## config.mk

```make
export PLATFORM = sky130hd
export DESIGN_NAME = affine_exu
export DESIGN_NICKNAME = d
export VERILOG_FILES = /design/src/rtl/affine_exu_pkg.sv /design/src/rtl/affine_smul.sv /design/src/rtl/affine_exu.sv
export SDC_FILE = /design/constraint.sdc
export NUM_CORES = 1
export LEC_CHECK = 0
export BUFFER_PORTS_ARGS = -buffer_cell sky130_fd_sc_hd__buf_2
export CAP_MARGIN = 20
export CORE_MARGIN = 2
export CORE_UTILIZATION = 65
export DETAILED_ROUTE_END_ITERATION = 8
export GPL_TIMING_DRIVEN = 1
export HOLD_SLACK_MARGIN = 0.03
export PLACE_DENSITY = 0.83
export SLEW_MARGIN = 5
export SYNTH_ARGS = -nofsm -noshare
export SYNTH_HDL_FRONTEND = slang
export SYNTH_SLANG_ARGS = --single-unit
export TNS_END_PERCENT = 5
```

## constraint.sdc

```tcl
create_clock -name clk_i -period 6.5 [get_ports clk_i]
set_input_delay 1.3 -clock clk_i [delete_from_list [all_inputs] [get_ports clk_i]]
set_output_delay 1.3 -clock clk_i [all_outputs]
set_load 0.01 [all_outputs]
```

## src/rtl/affine_exu_pkg.sv

```systemverilog
// Shared definitions for the affine execute unit: datapath sizing,
// operation and FSM encodings, and the signed saturation limits.
package affine;

  localparam int N    = 16;
  localparam int FRAC = 8;

  typedef enum logic [1:0] {
    OP_ADD  = 2'b00,
    OP_SUB  = 2'b01,
    OP_MUL  = 2'b10,
    OP_DMAC = 2'b11
  } op_e;

  typedef enum logic [1:0] {
    S_IDLE = 2'b00,
    S_MULT = 2'b01,
    S_NORM = 2'b10,
    S_ACC  = 2'b11
  } exu_state_e;

  // Largest and smallest representable N-bit two's complement values.
  localparam logic [N-1:0] SAT_MAX = {1'b0, {(N-1){1'b1}}};
  localparam logic [N-1:0] SAT_MIN = {1'b1, {(N-1){1'b0}}};

endpackage

```

## src/rtl/affine_smul.sv

```systemverilog
// Iterative unsigned shift-add multiplier. Consumes one multiplier bit per
// cycle, LSB first, over N cycles. done_o is high during the cycle whose
// closing edge performs the final step, so prod_o is complete right after it.
module affine_smul #(
  parameter int N = affine::N
) (
  input  logic           clk_i,
  input  logic           rst_ni,
  input  logic           start_i,
  input  logic [N-1:0]   a_i,
  input  logic [N-1:0]   b_i,
  output logic           done_o,
  output logic [2*N-1:0] prod_o
);

  localparam int CW = $clog2(N) + 1;

  logic           run_q, run_d;
  logic [CW-1:0]  cnt_q, cnt_d;
  logic [2*N-1:0] mcand_q, mcand_d;
  logic [N-1:0]   mplier_q, mplier_d;
  logic [2*N-1:0] prod_q, prod_d;
  logic           last;

  assign last   = run_q && (cnt_q == CW'(N - 1));
  assign done_o = last;
  assign prod_o = prod_q;

  // Next-state: load on start, otherwise one conditional add and shift per cycle.
  always_comb begin
    run_d    = run_q;
    cnt_d    = cnt_q;
    mcand_d  = mcand_q;
    mplier_d = mplier_q;
    prod_d   = prod_q;
    if (start_i) begin
      run_d    = 1'b1;
      cnt_d    = '0;
      mcand_d  = {{N{1'b0}}, a_i};
      mplier_d = b_i;
      prod_d   = '0;
    end else if (run_q) begin
      if (mplier_q[0]) prod_d = prod_q + mcand_q;
      mcand_d  = mcand_q << 1;
      mplier_d = mplier_q >> 1;
      cnt_d    = cnt_q + CW'(1);
      if (last) run_d = 1'b0;
    end
  end

  // State registers; reset clears the counter and the partial product.
  always_ff @(posedge clk_i or negedge rst_ni) begin
    if (!rst_ni) begin
      run_q    <= 1'b0;
      cnt_q    <= '0;
      mcand_q  <= '0;
      mplier_q <= '0;
      prod_q   <= '0;
    end else begin
      run_q    <= run_d;
      cnt_q    <= cnt_d;
      mcand_q  <= mcand_d;
      mplier_q <= mplier_d;
      prod_q   <= prod_d;
    end
  end

endmodule

```

## src/rtl/affine_exu.sv

```systemverilog
// Affine execute unit: single-cycle saturating ADD/SUB, iterative
// sign-magnitude fixed-point MUL with round-half-away-from-zero, and dual
// multiply-accumulate (DMAC) producing a result pair for the accumulators.
module affine_exu
  import affine::*;
#(
  parameter int N    = affine::N,
  parameter int FRAC = affine::FRAC
) (
  input  logic         clk_i,
  input  logic         rst_ni,
  input  logic         start_i,
  input  logic [1:0]   op_i,
  input  logic [N-1:0] rs_data_i,
  input  logic [N-1:0] rd_data_i,
  input  logic [N-1:0] acc1_i,
  input  logic [N-1:0] acc2_i,
  output logic         busy_o,
  output logic         done_o,
  output logic         wen_o,
  output logic         wdual_o,
  output logic [N-1:0] wd_data_o,
  output logic [N-1:0] acc2_o,
  output logic         ovf_o
);

  localparam logic [N-1:0]   MAX_V   = {1'b0, {(N-1){1'b1}}};
  localparam logic [N-1:0]   MIN_V   = {1'b1, {(N-1){1'b0}}};
  // Magnitude limits for the rounded product: 2^(N-1)-1 positive, 2^(N-1) negative.
  localparam logic [2*N:0]   LIM_POS = {{(N+1){1'b0}}, 1'b0, {(N-1){1'b1}}};
  localparam logic [2*N:0]   LIM_NEG = {{(N+1){1'b0}}, 1'b1, {(N-1){1'b0}}};
  // Half an LSB of the result, added to the magnitude before truncation.
  localparam logic [2*N:0]   RND     = (FRAC == 0) ? '0 :
                                       ((2*N+1)'(1) << ((FRAC == 0) ? 0 : FRAC - 1));

  // Returns {overflow, saturated x+y} or {overflow, saturated x-y}.
  function automatic logic [N:0] sat_addsub(input logic [N-1:0] x,
                                            input logic [N-1:0] y,
                                            input logic         sub);
    logic [N:0] s;
    if (sub) s = {x[N-1], x} - {y[N-1], y};
    else     s = {x[N-1], x} + {y[N-1], y};
    if (s[N] != s[N-1]) return {1'b1, (s[N] ? MIN_V : MAX_V)};
    return {1'b0, s[N-1:0]};
  endfunction

  exu_state_e     state_q, state_d;
  op_e            op_q, op_d;
  logic           neg_q, neg_d;
  logic [N-1:0]   acc1_q, acc1_d;
  logic [N-1:0]   acc2in_q, acc2in_d;
  logic [N-1:0]   p_q, p_d;
  logic           povf_q, povf_d;
  logic [N-1:0]   wd_q, wd_d;
  logic [N-1:0]   acc2_q, acc2_d;
  logic           ovf_q, ovf_d;
  logic           done_q, done_d;
  logic           wen_q, wen_d;
  logic           wdual_q, wdual_d;

  logic [N-1:0]   a_mag, b_mag;
  logic           mul_start, mul_done;
  logic [2*N-1:0] mul_prod;
  logic [2*N:0]   rnd_sum, rnd_mag;
  logic [N-1:0]   rnd_low;
  logic           p_sat;
  logic [N-1:0]   p_val;
  logic [N:0]     add_res, sub_res, acc1_res, acc2_res;

  assign a_mag     = rs_data_i[N-1] ? (~rs_data_i + N'(1)) : rs_data_i;
  assign b_mag     = rd_data_i[N-1] ? (~rd_data_i + N'(1)) : rd_data_i;
  assign mul_start = start_i && (state_q == S_IDLE) && op_i[1];

  affine_smul #(.N(N)) u_smul (
    .clk_i  (clk_i),
    .rst_ni (rst_ni),
    .start_i(mul_start),
    .a_i    (a_mag),
    .b_i    (b_mag),
    .done_o (mul_done),
    .prod_o (mul_prod)
  );

  // Round the unsigned magnitude, clamp against the sign-dependent limit, reapply sign.
  always_comb begin
    rnd_sum = {1'b0, mul_prod} + RND;
    rnd_mag = rnd_sum >> FRAC;
    rnd_low = rnd_mag[N-1:0];
    p_sat   = neg_q ? (rnd_mag > LIM_NEG) : (rnd_mag > LIM_POS);
    if (p_sat)      p_val = neg_q ? MIN_V : MAX_V;
    else if (neg_q) p_val = ~rnd_low + N'(1);
    else            p_val = rnd_low;
  end

  assign add_res  = sat_addsub(rs_data_i, rd_data_i, 1'b0);
  assign sub_res  = sat_addsub(rd_data_i, rs_data_i, 1'b1);
  assign acc1_res = sat_addsub(acc1_q, p_q, 1'b0);
  assign acc2_res = sat_addsub(acc2in_q, p_q, 1'b1);

  // FSM next state and registered result/strobe updates.
  always_comb begin
    state_d  = state_q;
    op_d     = op_q;
    neg_d    = neg_q;
    acc1_d   = acc1_q;
    acc2in_d = acc2in_q;
    p_d      = p_q;
    povf_d   = povf_q;
    wd_d     = wd_q;
    acc2_d   = acc2_q;
    ovf_d    = ovf_q;
    done_d   = 1'b0;
    wen_d    = 1'b0;
    wdual_d  = 1'b0;
    case (state_q)
      S_IDLE: begin
        if (start_i) begin
          op_d     = op_e'(op_i);
          neg_d    = rs_data_i[N-1] ^ rd_data_i[N-1];
          acc1_d   = acc1_i;
          acc2in_d = acc2_i;
          case (op_e'(op_i))
            OP_ADD: begin
              {ovf_d, wd_d} = add_res;
              done_d = 1'b1;
              wen_d  = 1'b1;
            end
            OP_SUB: begin
              {ovf_d, wd_d} = sub_res;
              done_d = 1'b1;
              wen_d  = 1'b1;
            end
            default: state_d = S_MULT;
          endcase
        end
      end
      S_MULT: begin
        if (mul_done) state_d = S_NORM;
      end
      S_NORM: begin
        if (op_q == OP_MUL) begin
          wd_d    = p_val;
          ovf_d   = p_sat;
          done_d  = 1'b1;
          wen_d   = 1'b1;
          state_d = S_IDLE;
        end else begin
          p_d     = p_val;
          povf_d  = p_sat;
          state_d = S_ACC;
        end
      end
      S_ACC: begin
        wd_d    = acc1_res[N-1:0];
        acc2_d  = acc2_res[N-1:0];
        ovf_d   = povf_q | acc1_res[N] | acc2_res[N];
        done_d  = 1'b1;
        wdual_d = 1'b1;
        state_d = S_IDLE;
      end
      default: state_d = S_IDLE;
    endcase
  end

  // State registers; reset drops any in-flight operation and zeroes outputs.
  always_ff @(posedge clk_i or negedge rst_ni) begin
    if (!rst_ni) begin
      state_q  <= S_IDLE;
      op_q     <= OP_ADD;
      neg_q    <= 1'b0;
      acc1_q   <= '0;
      acc2in_q <= '0;
      p_q      <= '0;
      povf_q   <= 1'b0;
      wd_q     <= '0;
      acc2_q   <= '0;
      ovf_q    <= 1'b0;
      done_q   <= 1'b0;
      wen_q    <= 1'b0;
      wdual_q  <= 1'b0;
    end else begin
      state_q  <= state_d;
      op_q     <= op_d;
      neg_q    <= neg_d;
      acc1_q   <= acc1_d;
      acc2in_q <= acc2in_d;
      p_q      <= p_d;
      povf_q   <= povf_d;
      wd_q     <= wd_d;
      acc2_q   <= acc2_d;
      ovf_q    <= ovf_d;
      done_q   <= done_d;
      wen_q    <= wen_d;
      wdual_q  <= wdual_d;
    end
  end

  assign busy_o    = (state_q != S_IDLE);
  assign done_o    = done_q;
  assign wen_o     = wen_q;
  assign wdual_o   = wdual_q;
  assign wd_data_o = wd_q;
  assign acc2_o    = acc2_q;
  assign ovf_o     = ovf_q;

endmodule

```

Word-level counts from Yosys, hierarchy flattened
Cells that the tools add are included.
{"block": "word_totals", "reg_bits": 176, "latch_bits": 0, "mem_bits_rw": 0, "rom_bits": 0, "inputBits": 69, "out_inout_bits": 37, "elab_cells": 120, "n_memories": 0}
{"block": "op_classes", "n_addsub": 10, "n_mul": 0, "n_div": 0, "magnitude_cmp": 2, "eq_ne": 15, "shifts": 0, "muxes": 53, "bitwise_logic": 7, "n_reduce_logical": 15}
{"operator": "$mux 16", "n": 13}
{"operator": "$mux 32", "n": 5}
{"operator": "$mux 17", "n": 8}
{"operator": "$add 16x1->16 const B", "n": 3}
{"operator": "$not 16->16", "n": 3}
{"operator": "$pmux 16 s3", "n": 1}
{"operator": "$add 16x16->17", "n": 2}
{"operator": "$sub 16x16->17", "n": 2}
{"operator": "$add 32x8->33 const B", "n": 1}
{"operator": "$add 32x32->32", "n": 1}
{"operator": "$pmux 16 s2", "n": 1}
{"operator": "$gt 25x15->1 const B", "n": 1}
{"operator": "$gt 25x16->1 const B", "n": 1}
{"operator": "$mux 1", "n": 14}
{"operator": "$mux 5", "n": 2}
{"operator": "$mux 2", "n": 4}
{"operator": "$ne 2x2->1 const B", "n": 4}
{"operator": "$pmux 2 s4", "n": 1}
{"operator": "$eq 2x2->1 const B", "n": 3}
{"operator": "$pmux 1 s3", "n": 2}
{"operator": "$reduce_and 2->1", "n": 3}
{"operator": "$reduce_bool 2->1", "n": 3}
{"operator": "$add 5x1->5 const B", "n": 1}
{"operator": "$eq 5x4->1 const B", "n": 1}
{"operator": "other kinds (13)", "n": 22}

Logic depth before layout (Yosys ltp)
Gate-level depths: netlist (run 1).
{"block": "depth", "word_depth": 7, "depth_mapped": 18, "mapped_depth_nobuf": 17}

By module
A second synthesis (run 1) with hierarchy kept.
{"block": "unflattened", "hier_cells": 1701, "hier_area_um2": 14697.8}
{"mod": "affine_exu", "n_inst": 1, "cells_per_inst": 1128, "area_per_inst_um2": 9320.2, "seq_area_each_um2": 2252.2}
{"mod": "affine_smul", "n_inst": 1, "cells_per_inst": 573, "area_per_inst_um2": 5377.7, "seq_area_each_um2": 2152.1}

Worst setup path before layout (run 1)
Ideal clock, no wire load.
{"block": "synth_path", "path_kind": "input to register", "startpoint": "input rs_data_i[7]", "endpoint": "register wd_q[0] (netlist: wd_data_o[0])", "setup_ns": 0.121, "arrival_ns": 3.727, "required_ns": 6.379, "path_slack_ns": 2.652, "path_stages": 14, "n_path_buf": 2, "path_cell_list": "inv_1 ha_1 buf_2 nor4_2 nand4_1 o21bai_1 and3_4 o31ai_2 xor2_1 nand2_1 buf_6 o221ai_1 a21oi_1 o22a_1"}
{"block": "synth_via", "elab_chain_cells": 7, "word_cells_on_any_way": 15, "cone_classes": "add/sub (2); eq/ne (2); mux (11)"}
{"item": "start, declared", "line": "affine_exu.sv:14", "rtl": "input logic [N-1:0] rs_data_i,"}
{"item": "$sub 16x16->17 / $add 16x16->17 (equally long branches)"}
{"item": "$mux 16 / $ne 1x1->1 (equally long branches)", "line": "affine_exu.sv:43", "rtl": "if (s[N] != s[N-1]) return {1'b1, (s[N] ? MIN_V : MAX_V)};"}
{"item": "$mux 17 / $mux 1 (equally long branches)", "line": "affine_exu.sv:43"}
{"item": "$mux 17", "line": "affine_exu.sv:44", "rtl": "return {1'b0, s[N-1:0]};"}
{"item": "$pmux 16 s2 (*)", "line": "affine_exu.sv:122", "rtl": "case (op_e'(op_i))"}
{"item": "$mux 16 (*)", "line": "affine_exu.sv:117", "rtl": "if (start_i) begin"}
{"item": "$pmux 16 s3 (*)", "line": "affine_exu.sv:115", "rtl": "case (state_q)"}
{"item": "end signal, assigned", "line": "affine_exu.sv:189", "rtl": "wd_q <= wd_d;"}
{"item": "end, declared", "line": "affine_exu.sv:54", "rtl": "logic [N-1:0] wd_q, wd_d;"}
Mark *: on every way between the ends. The rest lies on a longest branch, timed or not. The select of a mux whose other input is x is not followed.
A chain may end at the register's enable or synchronous reset.

Worst setup path after layout (run 1)
{"block": "layout_path", "startpoint": "register p_q[1]", "endpoint": "register acc2_q[2] (netlist: acc2_o[2])"}
{"block": "layout_via", "elab_chain_cells": 4, "word_cells_on_any_way": 6, "cone_classes": "add/sub (1); eq/ne (1); mux (4)"}
{"item": "start, declared", "line": "affine_exu.sv:52", "rtl": "logic [N-1:0] p_q, p_d;"}
{"item": "start signal, assigned", "line": "affine_exu.sv:187", "rtl": "p_q <= p_d;"}
{"item": "$sub 16x16->17 (*)", "line": "affine_exu.sv:41", "rtl": "if (sub) s = {x[N-1], x} - {y[N-1], y};"}
{"item": "$mux 16 / $ne 1x1->1 (equally long branches)", "line": "affine_exu.sv:43"}
{"item": "$mux 17 / $mux 1 (equally long branches)", "line": "affine_exu.sv:43"}
{"item": "$mux 17 (*)", "line": "affine_exu.sv:44"}
{"item": "end signal, assigned", "line": "affine_exu.sv:176", "rtl": "acc2_q <= '0;"}
{"item": "end signal, assigned", "line": "affine_exu.sv:190", "rtl": "acc2_q <= acc2_d;"}
{"item": "end, declared", "line": "affine_exu.sv:55", "rtl": "logic [N-1:0] acc2_q, acc2_d;"}
Marks and branches as above.

==> results of run 1 <==
layer usage:
layer / vias up / global-route usage [%] / share of wire (%)
met4: 0 / 14.11 / 4.1
met5: - / 0 / 0
met2: 434 / 55.21 / 48
li1: 6128 / - / -
met3: 99 / 4.735 / 4.7
met1: 6062 / 42.36 / 43
power groups by stage:
stage               Clock (W)  Combinational [W]  Sequential [W]
floorplan                   0            0.00309         0.00188
global placement            0            0.00371         0.00208
detailed placement          0            0.00385         0.00209
CTS                  0.000971            0.00389         0.00208
global route          0.00102            0.00434         0.00215
finish               0.000960            0.00392         0.00209
final timing paths:
kind	from	endpoint	cells after the start
min in group asynchronous	rst_ni	acc2in_q[8]	1
worst min-delay path	acc2_o[15]	acc2_o[15]	2
worst max register to register	p_q[1]	acc2_o[2]	16
worst max-delay path	p_q[1]	acc2_o[2]	16
max in group asynchronous	rst_ni	u_smul.mplier_q[7]	2
worst min register to register	acc2_o[15]	acc2_o[15]	2
cells in the mapped netlist, types with 22 or more instances:
cell type,instances
nor2_1,125
xnor2_1,76
a21o_1,25
dfrtp_1,176
xor2_1,36
mux2i_1,57
o21ai_0,118
mux2_2,31
ha_1,104
nor3_1,23
clkbuf_1,46
o21a_1,33
nand3_1,40
nand2_1,164
nand2b_1,22
inv_1,84
a21oi_1,146
worst max-delay path: stages (launching register included):
cell and delay, ns:
dfrtp_1 0.43, inv_1 0.16, ha_1 0.25, nor2b_1 0.12, o21ai_0 0.22, a21boi_0 0.14, o21ai_0 0.24, nand2_1 0.14
a41o_1 0.27, o41a_1 0.35, a21o_1 0.19, a21oi_1 0.25, xnor2_1 0.11, ha_1 0.66, nand3_1 0.58, o311ai_0 0.30
o21a_1 0.17
cell families (layout without fill, tap and decap cells):
family                   count (synthesis)  after routing
AND/OR/NAND/NOR                        513            513
AO/OA/AOI/OAI                          506            506
flip-flops                             176            176
buffers and inverters                  162            231
XOR/XNOR                               112            112
adder cells (fa/ha/maj)                109            109
multiplexers                            88             88
other                                    0              1
area by class of cell:
type	instances	area (sq um)	share of cell area [%]
tap	280	350.3	2.277
antenna	1	2.502	0.01627
timing repair buffer	113	599.3	3.896
inverter	87	326.6	2.123
clock buffer	19	432.9	2.814
clock inverter	12	105.1	0.6831
sequential	176	4405	28.64
multi-input combinational	1328	9163	59.56
flip-flops by register name, summed over array words and instances (netlist names), 16 cells and up:
| register | cells |
|---|---|
| u_smul.mcand_q | 32 |
| u_smul.prod_o | 32 |
| acc1_q | 16 |
| acc2_o | 16 |
| acc2in_q | 16 |
| p_q | 16 |
| u_smul.mplier_q | 16 |
| wd_data_o | 16 |
stage by stage:
stage	hold WS [ns]	std cells	utilization [%]	setup WS, ns
floorplan	0.4511	1666	-	2.652
global placement	0.4648	1983	68.59	1.925
detailed placement	0.4658	1983	68.59	1.863
CTS	0.4807	2014	71.08	1.889
global route	0.4977	2016	71.16	1.542
finish	0.4769	2016	71.16	1.855
==> flow_metrics.env, run 1 <==
export IMPL_antenna_found_initial=1
export IMPL_grt_pass1_wl_mm=61.91
export IMPL_finalSetupViolCount=0
export IMPL_cts_hold_buffers_added=0
export IMPL_ir_worst_vdd_uv=324.8
export IMPL_final_common_cell="dfrtp_1"
export IMPL_die_w_um=151.9
export IMPL_status="finished, final reports clean"
export IMPL_avgSynthCellArea_sq_um=8.534
export IMPL_ctsResizeCount=0
export IMPL_dieHeight_um=151.9
export IMPL_routed_wl_mm=38.08
export IMPL_drive_gt1_share_pct=12.39
export IMPL_yosysUniqueCellTypes=96
export IMPL_synthToLayoutAreaGrowth_pct=8.211
export IMPL_ys_seq_elements=176
export IMPL_relSlewSlack_pct=24.29
export IMPL_rsz0062_at_grt="false"
export IMPL_seqPwrFrac_pct=30.0
export IMPL_fin_tns_setup_ns=0
export IMPL_hp_class="reg2reg"
export IMPL_grt_overflow=0
export IMPL_ff2ff_setup_slack_ns=1.86
export IMPL_power_density_nw_per_um2=453.1
export IMPL_rows=54
export IMPL_synthSimpleGateAreaFrac_pct=17.93
export IMPL_power_total_w=0.006971
export IMPL_fillers=1707
export IMPL_muxShareOfSynthArea_pct=6.468
export IMPL_fmax_mhz=215.3
export IMPL_post_cts_buffers=0
export IMPL_synth_edf_count=0
export IMPL_synth_top_area_share_pct=30.98
export IMPL_via_per_inst=6.311
export IMPL_fin_crit_ns=4.645
export IMPL_h_tree_depth=4
export IMPL_yosys_warnings=0
export IMPL_ys_flop_type="dfrtp_1"
export IMPL_pwr_share_comb_pct=56.2
export IMPL_crit_type="reg2reg"
export IMPL_clk_pin_slew_ns=0.07
export IMPL_firstDrtPassIters=5
export IMPL_p_clk_share_pct=13.8
export IMPL_fp_dieArea_sq_um=23070
export IMPL_start_util_pct=65.76
export IMPL_cts_path_max_buffers=2
export IMPL_initialDrtViolationCount=882
export IMPL_final_design_area_no_fill_sq_um=15380
export IMPL_dpl_cell_area_sq_um=14830
export IMPL_vias=12720
export IMPL_nets=1901
export IMPL_cp_required_ns=6.89
export IMPL_cp_arrival_ns=5.03
export IMPL_p_leak_nw=7.059
export IMPL_cts_root_buf="clkbuf_16"
export IMPL_hpwl_mm=28.58
export IMPL_grt_use_total_pct=32.79
export IMPL_hold_violations=0
export IMPL_clock_sinks=176
export IMPL_synth_xor_area_share_pct=6.900
export IMPL_grt_pass1_vias=12200
export IMPL_synthAdderAreaFrac_pct=9.857
export IMPL_wl_per_cell_um=18.89
export IMPL_fin_skew_ns=0.01293
export IMPL_synth_area_sq_um=14220
export IMPL_synth_top_family_by_area="compound AO/OA/AOI/OAI gates"
export IMPL_worstPathMaxFanout=17
export IMPL_synth_compound_area_share_pct=23.21
export IMPL_io_pins=106
export IMPL_synth_async_reset_ratio_pct=100.0
export IMPL_p_switching_w=0.003269
export IMPL_post_route_period_util_pct=71.46
export IMPL_layout_common_cells="175 x dfrtp_1, 164 x nand2_1, 146 x a21oi_1"
export IMPL_ant_nets=0
export IMPL_cp_end_kind="register"
export IMPL_power_internal_w=0.003702
export IMPL_netlist_instances=1666
export IMPL_place_congestion=0.9355
export IMPL_cp_start_kind="register"
export IMPL_netSwitchingFraction_pct=46.89
export IMPL_worstMarginPinSlew_ns=1.134
export IMPL_synth_area_leaders="dfrtp_1 31%, ha_1 9.2%, a21oi_1 5.1%"
export IMPL_cts_tree="yes"
export IMPL_synth_seq_area_share_pct=30.98
export IMPL_drc_errors=0
export IMPL_maxCapViolCount=0
export IMPL_yosysTopAreaCell="dfrtp_1"
export IMPL_grt_max_degree=98
export IMPL_worst_skew_pair_late_latency_ns=0.45
export IMPL_coreArea_sq_um=21620
export IMPL_portBuffers=105
export IMPL_numCtsBuffers=17
export IMPL_slew_violations=0
export IMPL_syn_num_nets=1844
Power figures use the tool's default switching activity.
==> inputs of run 2 (changes only) <==
Settings changed: CORE_UTILIZATION 65 to 62, PLACE_DENSITY 0.83 to 0.8.
Clock period 6.5 ns to 4.65 ns, I/O delays scaled along.
==> run 2 against run 1 <==
Register-to-register slack got worse by 1.4 ns. Sequential cell count unchanged. Sequential power increased by 39%. First-iteration DRC count increased by 25%. Critical path depth unchanged. Hold slack got worse by 0.031 ns.
==> flow_metrics.env, run 2 (synthesis gave the netlist of run 1 again) <==
export IMPL_fmax_mhz=238.1
export IMPL_cp_end_kind="register"
export IMPL_status="finished, final reports clean"
export IMPL_multi_input_area_sq_um=9168
export IMPL_ff2ff_setup_slack_ns=0.45
export IMPL_worst_skew_pair_late_latency_ns=0.44
export IMPL_portBuffers=105
export IMPL_io_pins=106
export IMPL_hold_violations=0
export IMPL_cts_root_buf="clkbuf_16"
export IMPL_coreArea_sq_um=22570
export IMPL_ant_nets=0
export IMPL_regArea_sq_um=4405
export IMPL_wl_per_cell_um=18.69
export IMPL_grt_pass1_vias=12210
export IMPL_post_cts_buffers=0
export IMPL_grt_overflow=0
export IMPL_initialDrtViolationCount=1101
export IMPL_firstDrtPassIters=6
export IMPL_hp_class="in2async"
export IMPL_reg2regPathDepth=16
export IMPL_grt_max_degree=117
export IMPL_startpoint="p_q[1]"
export IMPL_reg2reg_to="acc2_o[2]"
export IMPL_fp_dieArea_sq_um=24160
export IMPL_dieHeight_um=155.4
export IMPL_post_route_period_util_pct=90.32
export IMPL_nets=1905
export IMPL_drc_errors=0
export IMPL_fin_skew_ns=0.01659
export IMPL_drive_gt1_share_pct=12.76
export IMPL_final_common_cell="dfrtp_1"
export IMPL_cts_tree="yes"
export IMPL_fin_crit_ns=4.200
export IMPL_synthToLayoutAreaGrowth_pct=9.320
export IMPL_maxCapViolCount=0
export IMPL_layout_common_cells="175 x dfrtp_1, 164 x nand2_1, 146 x a21oi_1"
export IMPL_relSlewSlack_pct=41.68
export IMPL_cp_arrival_ns=4.57
export IMPL_routed_wl_mm=37.86
export IMPL_cp_endpoint="acc2_o[2]"
export IMPL_vias=12820
export IMPL_ir_worst_vdd_uv=435.1
export IMPL_antenna_found_initial=1
export IMPL_clk_pin_slew_ns=0.07
export IMPL_clock_sinks=176
export IMPL_worstPathMaxFanout=15
export IMPL_numCtsBuffers=17
export IMPL_r2r_start="p_q[1]"
export IMPL_rows=55
export IMPL_die_w_um=155.4
export IMPL_place_congestion=0.9287
export IMPL_grt_pass1_wl_mm=60.97
export IMPL_hpwl_mm=28.34
export IMPL_h_tree_depth=4
export IMPL_slew_violations=0
export IMPL_worstMarginPinSlew_ns=0.8748
export IMPL_cts_path_max_buffers=2
export IMPL_p_leak_nw=7.138
export IMPL_finalSetupViolCount=0
export IMPL_cp_start_kind="register"
export IMPL_grt_use_total_pct=31.10
export IMPL_cp_required_ns=5.02
export IMPL_rsz0062_at_grt="false"
export IMPL_power_density_nw_per_um2=646.0
export IMPL_crit_type="reg2reg"
export IMPL_fillers=1799
export IMPL_start_util_pct=62.99
export IMPL_power_total_w=0.01004
export IMPL_fin_tns_setup_ns=0
export IMPL_via_per_inst=6.329
==> run 2: worst min path at each step <==
| stage | endpoint | slack, ns | depth (start not counted) |
|---|---|---|---|
| after floorplan | povf_q | 0.45 | 2 |
| after global placement | acc2_o[15] | 0.45 | 2 |
| after detailed placement | acc2_o[15] | 0.47 | 2 |
| after CTS | acc2_o[15] | 0.48 | 2 |
| after global routing | acc2_o[9] | 0.49 | 1 |
| final | acc2_o[4] | 0.45 | 1 |
==> run 2: layout make-up <==
type	count	area share [%]
Antenna cell	1	0.01610
Clock buffer	19	2.850
Clock inverter	13	1.151
Inverter	87	2.101
Multi-Input combinational cell	1328	58.98
Sequential cell	176	28.34
Tap cell	285	2.294
Timing Repair Buffer	117	4.259
==> run 2: worst max-delay path: stages (launching register included) <==
cell      delay, ns
dfrtp_1        0.43
inv_1          0.13
ha_1           0.30
nor2b_1        0.13
o21ai_0        0.21
a21boi_0       0.14
o21ai_0        0.25
nand2_1        0.12
a41o_1         0.28
o41a_1         0.36
a21o_1         0.23
a21oi_1        0.30
xnor2_1        0.13
ha_1           0.37
buf_4          0.22
o311ai_0       0.35
o21a_1         0.17
==> run 2: layer usage <==
| metal | GRT usage (%) | routed length, um |
|---|---|---|
| met5 | 0 | 0 |
| met4 | 13.98 | 1634 |
| met1 | 39.54 | 15980 |
| met3 | 4.345 | 1969 |
| met2 | 52.78 | 18280 |
==> run 2: per-stage QoR <==
| stage | instances | cell area [sq um] | hold WS [ns] | setup slack (ns) | utilization (%) |
|---|---|---|---|---|---|
| floorplan | 1666 | 14220 | 0.4511 | 1.043 | - |
| global route | 2026 | 15540 | 0.4897 | 0.1909 | 68.86 |
| global placement | 1990 | 14860 | 0.4516 | 0.5391 | 65.85 |
| finish | 2026 | 15540 | 0.4457 | 0.4501 | 68.86 |
| detailed placement | 1990 | 14860 | 0.4683 | 0.3775 | 65.85 |
| CTS | 2022 | 15480 | 0.4823 | 0.3648 | 68.60 |
==> run 2: repair_timing <==
| action | in CTS | in global routing |
|---|---|---|
| gates resized for setup | 0 | 1 |
| endpoints found under the setup margin | 0 | 3 |
| hold buffers | 0 | 0 |
| hold endpoints to repair | 0 | 0 |
==> run 2: power by group <==
group	total [W]	internal, W	switching [W]
registers	0.00291	0.00218	0.000727
logic	0.00561	0.00234	0.00327
clock network	0.00152	0.000872	0.000648
total	0.0100	0.00540	0.00464
==> inputs of run 3 (changes only) <==
Settings changed: CORE_UTILIZATION 62 to 60, PLACE_DENSITY 0.8 to 0.78.
==> run 3 against run 2 <==
Cell count rose by 1.9%. Via count fell by 2.1%. Largest cell class unchanged. Die area rose by 3.2%. Hold slack improved by 0.013 ns. Sequential share of layout area barely moved. Critical endpoint is now acc2_o[0]. Power fell by 1.9%. Clock-buffer cell count did not move. Highest routed layer unchanged.
==> flow_metrics.env, run 3 (synthesis gave the netlist of run 1 again) <==
export IMPL_finalSetupViolCount=0
export IMPL_place_congestion=0.9528
export IMPL_hp_class="in2async"
export IMPL_rsz0062_at_grt="false"
export IMPL_ir_worst_vdd_uv=593.7
export IMPL_p_leak_nw=7.121
export IMPL_postLayoutCoreUtil_pct=66.62
export IMPL_r2r_start="p_q[1]"
export IMPL_p_switching_w=0.004575
export IMPL_clock_sinks=176
export IMPL_firstDrtPassIters=6
export IMPL_layout_common_cells="175 x dfrtp_1, 164 x nand2_1, 146 x a21oi_1"
export IMPL_initialDrtViolationCount=951
export IMPL_maxCapViolCount=0
export IMPL_rows=56
export IMPL_antenna_found_initial=2
export IMPL_wl_per_cell_um=18.46
export IMPL_cp_required_ns=5.02
export IMPL_cp_end_kind="register"
export IMPL_io_pins=106
export IMPL_grt_max_degree=115
export IMPL_fin_crit_ns=4.163
export IMPL_status="finished, final reports clean"
export IMPL_routed_wl_mm=38.13
export IMPL_worstPathMaxFanout=15
export IMPL_slew_violations=0
export IMPL_reg2regPathDepth=16
export IMPL_power_density_nw_per_um2=633.3
export IMPL_cts_root_buf="clkbuf_16"
export IMPL_grt_pass1_vias=11840
export IMPL_fin_tns_setup_ns=0
export IMPL_power_internal_w=0.005271
export IMPL_fp_dieArea_sq_um=24940
export IMPL_numCtsBuffers=17
export IMPL_drc_errors=0
export IMPL_cts_path_max_buffers=2
export IMPL_grt_overflow=0
export IMPL_die_w_um=157.9
export IMPL_seqPwrFrac_pct=29.3
export IMPL_cp_arrival_ns=4.53
export IMPL_reg2reg_to="acc2_o[0]"
export IMPL_cp_start_kind="register"
export IMPL_portBuffers=105
export IMPL_final_common_cell="dfrtp_1"
export IMPL_netSwitchingFraction_pct=46.46
export IMPL_grt_pass1_wl_mm=60.88
export IMPL_post_route_period_util_pct=89.52
export IMPL_cts_hold_buffers_added=0
export IMPL_pwr_share_comb_pct=56.5
export IMPL_relSlewSlack_pct=42.36
export IMPL_fin_skew_ns=0.01732
export IMPL_ctsResizeCount=0
export IMPL_vias=12550
export IMPL_h_tree_depth=4
export IMPL_crit_type="reg2reg"
export IMPL_synthToLayoutAreaGrowth_pct=9.337
export IMPL_hold_violations=0
export IMPL_hpwl_mm=28.93
export IMPL_dieHeight_um=157.9
export IMPL_fmax_mhz=240.2
export IMPL_clk_pin_slew_ns=0.07
export IMPL_worst_skew_pair_late_latency_ns=0.44
export IMPL_post_cts_buffers=0
export IMPL_grt_use_total_pct=30.95
export IMPL_nets=1909
export IMPL_coreArea_sq_um=23330
export IMPL_cts_tree="yes"
export IMPL_via_per_inst=6.079
export IMPL_ant_nets=0
export IMPL_ff2ff_setup_slack_ns=0.49
export IMPL_start_util_pct=60.93
export IMPL_worstMarginPinSlew_ns=0.8646
export IMPL_p_clk_share_pct=14.1
export IMPL_drive_gt1_share_pct=12.84
## run 3: cell types whose count changed in the layout (fill, tap and decap cells not counted), moves of 2 or more
cell       delta
clkinv_4      -2
bufinv_16     -2
buf_4         +4
inv_6         +3
## run 3: metal layers
layer	up-vias	part of all wire (%)	global-route usage [%]
met2	352	49	52.34
met4	0	3.8	12.74
li1	6130	-	-
met1	5991	43	39.92
met5	-	0	0
met3	80	4.4	4.298
## run 3: power by group through the flow
stage               sequential, W  combinational [W]  clock [W]
floorplan                 0.00263            0.00433          0
global route              0.00297            0.00620    0.00148
CTS                       0.00288            0.00552    0.00142
finish                    0.00289            0.00556    0.00139
global placement          0.00288            0.00530          0
detailed placement        0.00290            0.00546          0
## run 3: worst max-delay path by stage
stage / start / end / slack [ns] / cells past startpoint
2_1_floorplan: p_q[1] / acc2_o[10] / 1.04 / 18
3_3_place_gp: rs_data_i[1] / wd_data_o[2] / 0.51 / 12
3_5_place_dp: rs_data_i[1] / wd_data_o[2] / 0.45 / 12
4_1_cts: p_q[1] / acc2_o[0] / 0.53 / 16
5_1_grt: p_q[1] / acc2_o[3] / 0.18 / 16
6_report: p_q[1] / acc2_o[0] / 0.49 / 16
## run 3: layout make-up
cell class / instances / area (sq um)
clock buffers: 19 / 432.9
diodes: 2 / 5.005
well taps: 319 / 399.1
repair buffers: 121 / 684.4
multi-input cells: 1328 / 9163
inverters: 87 / 326.6
fillers: 2009 / 7787
flip-flops and latches: 176 / 4405
clock inverters: 13 / 128.9
## run 3: per-stage QoR
stage | cells | hold slack (ns) | worst slack, ns | power (W) | cell area, sq um
2_1_floorplan | 1666 | 0.4511 | 1.043 | 0.006959 | 14220
3_3_place_gp | 2029 | 0.4607 | 0.5129 | 0.008178 | 14960
3_5_place_dp | 2029 | 0.4756 | 0.4488 | 0.008366 | 14960
4_1_cts | 2061 | 0.4799 | 0.5276 | 0.009817 | 15520
5_1_grt | 2065 | 0.5070 | 0.1822 | 0.01064 | 15540
6_report | 2065 | 0.4588 | 0.4872 | 0.009845 | 15540
## run 3: worst max-delay path, stage by stage (launching register included)
cell,delay (ns)
dfrtp_1,0.43
inv_1,0.17
ha_1,0.26
nor2b_1,0.14
o21ai_0,0.19
a21boi_0,0.14
o21ai_0,0.23
nand2_1,0.13
a41o_1,0.28
o41a_1,0.35
a21o_1,0.20
a21oi_1,0.27
xnor2_1,0.11
ha_1,0.30
nand3_1,0.43
o211ai_1,0.29
o21a_1,0.19
